$ cat src/rtl/bin_to_bcd_seq.sv
// -----------------------------------------------------------------------------
// bin_to_bcd_seq
//
// Sequential binary-to-BCD converter using shift-and-add-3 (double dabble).
// A WIDTH-bit binary value is captured on a start strobe and converted in
// WIDTH shift cycles. The result is presented as DIGITS packed BCD digits,
// along with an overflow flag for values that do not fit.
//
// Ports
//   i_clk    in   1          system clock, rising edge
//   i_rst    in   1          synchronous reset, active-high, dominates all inputs
//   i_start  in   1          conversion request, honoured in IDLE and DONE only
//   i_bin    in   WIDTH      binary operand, captured when i_start is accepted
//   o_busy   out  1          high while converting (SHIFT state)
//   o_done   out  1          one-cycle pulse; o_bcd/o_ovf valid from this cycle
//   o_bcd    out  4*DIGITS   packed BCD result, digit 0 (units) in bits [3:0]
//   o_ovf    out  1          result exceeded DIGITS digits; o_bcd is value mod 10^DIGITS
//
// Handshake: i_start is a request sampled on the rising edge while the block
// is idle or in its DONE cycle. Requests made during SHIFT are dropped, not
// queued. o_done is a single-cycle strobe. It carries no ready/ack, and the
// result stays on o_bcd/o_ovf until the next conversion completes.
//
// Internal FSM state is held in state_q (IDLE, SHIFT, DONE), which checkers
// can reach hierarchically.
// -----------------------------------------------------------------------------
module bin_to_bcd_seq #(
  parameter int WIDTH  = 8,
  parameter int DIGITS = 3
) (
  input  logic                  i_clk,
  input  logic                  i_rst,
  input  logic                  i_start,
  input  logic [WIDTH-1:0]      i_bin,
  output logic                  o_busy,
  output logic                  o_done,
  output logic [4*DIGITS-1:0]   o_bcd,
  output logic                  o_ovf
);

  localparam int CW = $clog2(WIDTH + 1);
  localparam int BW = 4 * DIGITS;

  typedef enum logic [1:0] {
    IDLE  = 2'd0,
    SHIFT = 2'd1,
    DONE  = 2'd2
  } state_t;

  state_t          state_q, state_d;
  logic [CW-1:0]   cnt_q;
  logic [WIDTH-1:0] bin_q;
  logic [BW-1:0]   work_q;
  logic            ovf_work_q;
  logic [BW-1:0]   bcd_q;
  logic            ovf_q;

  logic            accept;
  logic            finish;
  logic [BW-1:0]   adj;
  logic [BW-1:0]   work_nx;
  logic            ovf_nx;

  // One double-dabble iteration. Each digit is corrected independently, and
  // no carry passes between digits. Because of this, the lower digits stay
  // exact even when the top digit overflows.
  always_comb begin
    adj = work_q;
    for (int k = 0; k < DIGITS; k++) begin
      if (work_q[4*k +: 4] >= 4'd5) begin
        adj[4*k +: 4] = work_q[4*k +: 4] + 4'd3;
      end
    end
    work_nx = {adj[BW-2:0], bin_q[WIDTH-1]};
    ovf_nx  = ovf_work_q | adj[BW-1];
  end

  // Next-state logic and control strobes.
  always_comb begin
    state_d = state_q;
    accept  = 1'b0;
    finish  = 1'b0;
    case (state_q)
      IDLE: begin
        if (i_start) begin
          accept  = 1'b1;
          state_d = SHIFT;
        end
      end
      SHIFT: begin
        // The counter still holds the iteration being done in this cycle.
        if (cnt_q == CW'(1)) begin
          finish  = 1'b1;
          state_d = DONE;
        end
      end
      DONE: begin
        if (i_start) begin
          accept  = 1'b1;
          state_d = SHIFT;
        end else begin
          state_d = IDLE;
        end
      end
      default: state_d = IDLE;
    endcase
  end

  always_ff @(posedge i_clk) begin
    if (i_rst) begin
      state_q    <= IDLE;
      cnt_q      <= '0;
      bin_q      <= '0;
      work_q     <= '0;
      ovf_work_q <= 1'b0;
      bcd_q      <= '0;
      ovf_q      <= 1'b0;
    end else begin
      state_q <= state_d;
      if (accept) begin
        bin_q      <= i_bin;
        work_q     <= '0;
        ovf_work_q <= 1'b0;
        cnt_q      <= CW'(WIDTH);
      end else if (state_q == SHIFT) begin
        bin_q      <= bin_q << 1;
        work_q     <= work_nx;
        ovf_work_q <= ovf_nx;
        cnt_q      <= cnt_q - CW'(1);
      end
      // Publish the final iteration's values directly. The result is then
      // valid in the DONE cycle itself.
      if (finish) begin
        bcd_q <= work_nx;
        ovf_q <= ovf_nx;
      end
    end
  end

  assign o_busy = (state_q == SHIFT);
  assign o_done = (state_q == DONE);
  assign o_bcd  = bcd_q;
  assign o_ovf  = ovf_q;

endmodule

$ cat config.mk
export PLATFORM = sky130hd
export DESIGN_NAME = bin_to_bcd_seq
export DESIGN_NICKNAME = d
export VERILOG_FILES = /design/src/rtl/bin_to_bcd_seq.sv
export SDC_FILE = /design/constraint.sdc
export NUM_CORES = 1
export LEC_CHECK = 0
export CORE_UTILIZATION = 40
export DETAILED_ROUTE_END_ITERATION = 16
export PLACE_DENSITY = 0.65
export SLEW_MARGIN = 15
export SYNTH_ARGS = -nofsm -noshare
export SYNTH_HDL_FRONTEND = slang
export SYNTH_SLANG_ARGS = --single-unit
$ cat constraint.sdc
create_clock -name i_clk -period 1.7 [get_ports i_clk]
set_input_delay 0.34 -clock i_clk [delete_from_list [all_inputs] [get_ports i_clk]]
set_output_delay 0.34 -clock i_clk [all_outputs]
set_load 0.03 [all_outputs]
==> metrics list <==
- Cell internal power was estimated by the tool at 1.52 mW.
- The first routing iteration left 62 violations.
- The initialized floorplan defines 24 standard-cell rows.
* Remaining global-route overflow: 0
- Final non-filler cell total: 290
- Vias per inst: 5.05
* Setup crit start kind: register
* Headroom to the max-slew limit: 0.784
- The flow ran to the end, and the final reports show no timing, DRC or antenna violations.
- Setup slack at placement: 0.0171 ns
- Clock tree synthesis selected as its root buffer the cell clkbuf_8.
- Yosys printed 0 warnings.
* CP cell instances: clkdlybuf4s50_1
- The first detailed-routing pass took 4 iterations.
* Most common cell after layout, fill and taps aside: dfxtp_1
* Antenna Nets Post-Route: 0
- Among cell families on the critical path, the largest total delay comes from buffers and inverters.
- Worst setup skew after layout: 0.00729 ns
* Total number of H-tree levels: 2
- In this run, placement finished with an instance count of 279.
* Portion of the clock cycle consumed by the worst path in the final layout: 0.977
* Combinational Power Share: 0.125
* PnR Total Power: 2.01 mW
- Final weighted congestion of routability-driven global placement: 0.768
- The worst path needs 1.66 ns of the cycle, external delays included.
- After technology mapping, the gate count stands at 203.
* Critical path data arrival time: 1.32 ns
- Counting both buffers and inverters, the worst setup path holds a total of 1.
* Flop pwr share: 0.497
* Largest stage delay on the critical path: 0.68 ns
* Top-level I/O count: 26
- The tightest min-delay check is of the register to register type.
- Count of cell types in the netlist: 30
- In this run the standard cell core region covers 4350 µm².
* Switch share: 0.243
- Average wire length per cell after detail routing: 12.3 µm
- Across every metal layer, demand over resource in global routing totals 0.164.
- Die area: 4790 µm²
* Number of filler cells placed in the layout: 402
* Setup tns final: 0 ns
- In this run, post-CTS hold repair placed 0 buffers.
- Max Cap Violations: 0
- Share of synthesized area occupied by flip-flops and latches: 0.443
- Clk_lat worst skew: 0.28 ns
- Post-Syn Nets: 222
- Total leakage power: 0.831 nW
* Clock slew at reported path FFs: 0.08 ns
- Across all layers, the routed design uses 1464 vias.
- VDD sags by at most 0.646 mV.
- Required time at the endpoint of the critical path: 1.36 ns
- Total wire length after detailed routing: 3.56 mm
- Register-to-register setup slack: 0.12 ns
* Setup violation total in the final timing report: 0
- Max FO, Critical Path: 2
* Cell with the largest stage delay on the worst path: clkdlybuf4s50_1
- Entering global routing, the biggest net connects 23 pins.
* TritonCTS sink count: 40
- No sink is reached through more buffers than the 2 on the longest clock path.
- The global routing stage identified its most utilized layer as met2.
- The number of global-route vias before repair is 1424.
- Diode insertion count for antenna repair: 0
- Number of hold violations in the final report: 0
- Share of layout cells above drive strength 1: 0.151
- Highest-count cells in the layout ignoring fill and taps: dfxtp_1 (40), nor2_1 (22), clkdlybuf4s50_1 (22)
* Global-route wire length before repair: 6.42 mm
* Clock tree from TritonCTS: built
* Per-instance average area after synthesis: 8.90 µm²
- The max-slew violation count came to 0.
- Die Ht: 69.2 µm
- Unrepaired setup endpoints after global routing: no
- STA classifies the critical path endpoint as a primary output.
- Of the total power, the clock network draws 0.379.
- Die Span X: 69.2 µm
* Net Sw Power: 0.488 mW
- TritonCTS created 5 clock buffers.
* Summed instance area of the synthesized netlist: 1810 µm²
- In this run the tool buffered the top-level ports with 25 buffer cells.
- Antenna violations before repair: 0
* Met1 global-route usage: 0.219
- Placed wire-length estimate: 2.44 mm
- For the pin with the worst max-slew slack, the measured transition is 0.324 ns.
* Number of design rule violations left after detail routing: 0
- For this configuration, the core starts out at a cell density of 0.415.
* Met2 global-route usage: 0.263
- The synthesized design contains 40 register bits.
- For this run, global-route usage on met3 was measured as 0.0407.
- Timing would allow up to 602 MHz.
* Growth of design area from synthesis to finish: 26.8%
- Ratio of total power to cell area: 877 nW/µm²
- The critical path in this run is classified as register to primary output.
* Number of nets in the finished design: 256
- Setup ws final: 0.0390 ns
## cell families after synthesis
group / after synthesis / synth area share
compound gates: 50 / 0.190
flops: 40 / 0.443
mux: 5 / 0.0298
xor+xnor: 6 / 0.0291
simple gates: 71 / 0.196
fa+ha+maj: 8 / 0.0554
buf+inv: 23 / 0.0561
## tightest hold or removal path: cells and delay by family (launching register included)
kind               cells  cell delay, ns
AOI/OAI and AO/OA      1            0.07
DFF                    1            0.31
and+or+nand+nor        1            0.05
## state kept, by name, indices dropped and copies added, names as in the netlist
signal / cells
cnt_q: 4
o_ovf: 1
o_bcd: 12
work_q: 12
state_q: 2
bin_q: 8
ovf_work_q: 1
## synthesized netlist by cell type
| library cell | instances | area, µm² |
|---|---|---|
| dfxtp_1 | 40 | 801 |
| nor2_1 | 22 | 82.6 |
| nand2_1 | 17 | 63.8 |
| a21oi_1 | 15 | 75.1 |
| nand2b_1 | 12 | 75.1 |
| o22ai_1 | 11 | 68.8 |
| inv_1 | 10 | 37.5 |
| a211oi_1 | 8 | 60.1 |
| ha_1 | 8 | 100 |
| buf_2 | 6 | 30.0 |
| nor3b_1 | 6 | 45.0 |
| o21ai_0 | 6 | 30.0 |
| o22ai_2 | 6 | 75.1 |
| nor3_1 | 5 | 25.0 |
| xnor2_1 | 5 | 43.8 |
| a311oi_1 | 4 | 35.0 |
| clkbuf_1 | 4 | 15.0 |
| mux2_2 | 3 | 33.8 |
| nand3_1 | 3 | 15.0 |
| mux2i_1 | 2 | 20.0 |
| buf_1 | 1 | 3.75 |
| buf_6 | 1 | 11.3 |
| clkinv_1 | 1 | 3.75 |
| nor2_4 | 1 | 11.3 |
| nor2b_1 | 1 | 6.26 |
| nor4_1 | 1 | 6.26 |
| or2_1 | 1 | 6.26 |
| or3_1 | 1 | 6.26 |
| or3b_4 | 1 | 11.3 |
| xor2_1 | 1 | 8.76 |
## stage by stage
| step | utilization | cell area, µm² | hold WS, ns |
|---|---|---|---|
| 3_5_place_dp | 0.493 | 2140 | 0.472 |
| 4_1_cts | 0.517 | 2250 | 0.481 |
| 6_report | 0.526 | 2290 | 0.478 |
| 3_3_place_gp | 0.493 | 2140 | 0.468 |
| 2_1_floorplan | - | 1810 | 0.445 |
| 5_1_grt | 0.526 | 2290 | 0.502 |
## power groups by stage
stage	combinational (mW)	clock [mW]	sequential (mW)
3_3_place_gp	0.246	0	1.02
6_report	0.251	0.761	0.999
5_1_grt	0.280	0.820	1.00
4_1_cts	0.248	0.786	0.999
3_5_place_dp	0.248	0	1.02
2_1_floorplan	0.159	0	1.02
## area by class of cell
type | instances | area [µm²] | area share
clock buffers | 6 | 72.6 | 0.0317
inverters | 11 | 41.3 | 0.0180
repair buffers | 39 | 355 | 0.155
clock inverters | 2 | 35.0 | 0.0153
well taps | 52 | 65.1 | 0.0284
flip-flops and latches | 40 | 801 | 0.350
multi-input cells | 140 | 921 | 0.402
## timing repair
| action | 4_1_cts | 5_1_grt |
|---|---|---|
| resized for setup | 2 | 5 |
| gates cloned | 0 | 0 |
| buffers inserted | 0 | 3 |
| pin swaps | 0 | 1 |
| setup endpoints to repair | 2 | 15 |
## final timing paths
path,start,endpoint,cells past startpoint
setup reg to reg,cnt_q[1],o_bcd[10],5
hold reg to reg,bin_q[5],bin_q[6],2
hold / removal,bin_q[5],bin_q[6],2
setup / recovery,o_bcd[6],o_bcd[6],1
## routing by layer
layer / up-vias / share of wire
li1: 771 / -
met1: 669 / 0.51
met2: 22 / 0.46
met3: 2 / 0.032
met4: 0 / 0.0039
met5: - / 0
Note: power is estimated with default switching activity, not from simulation.
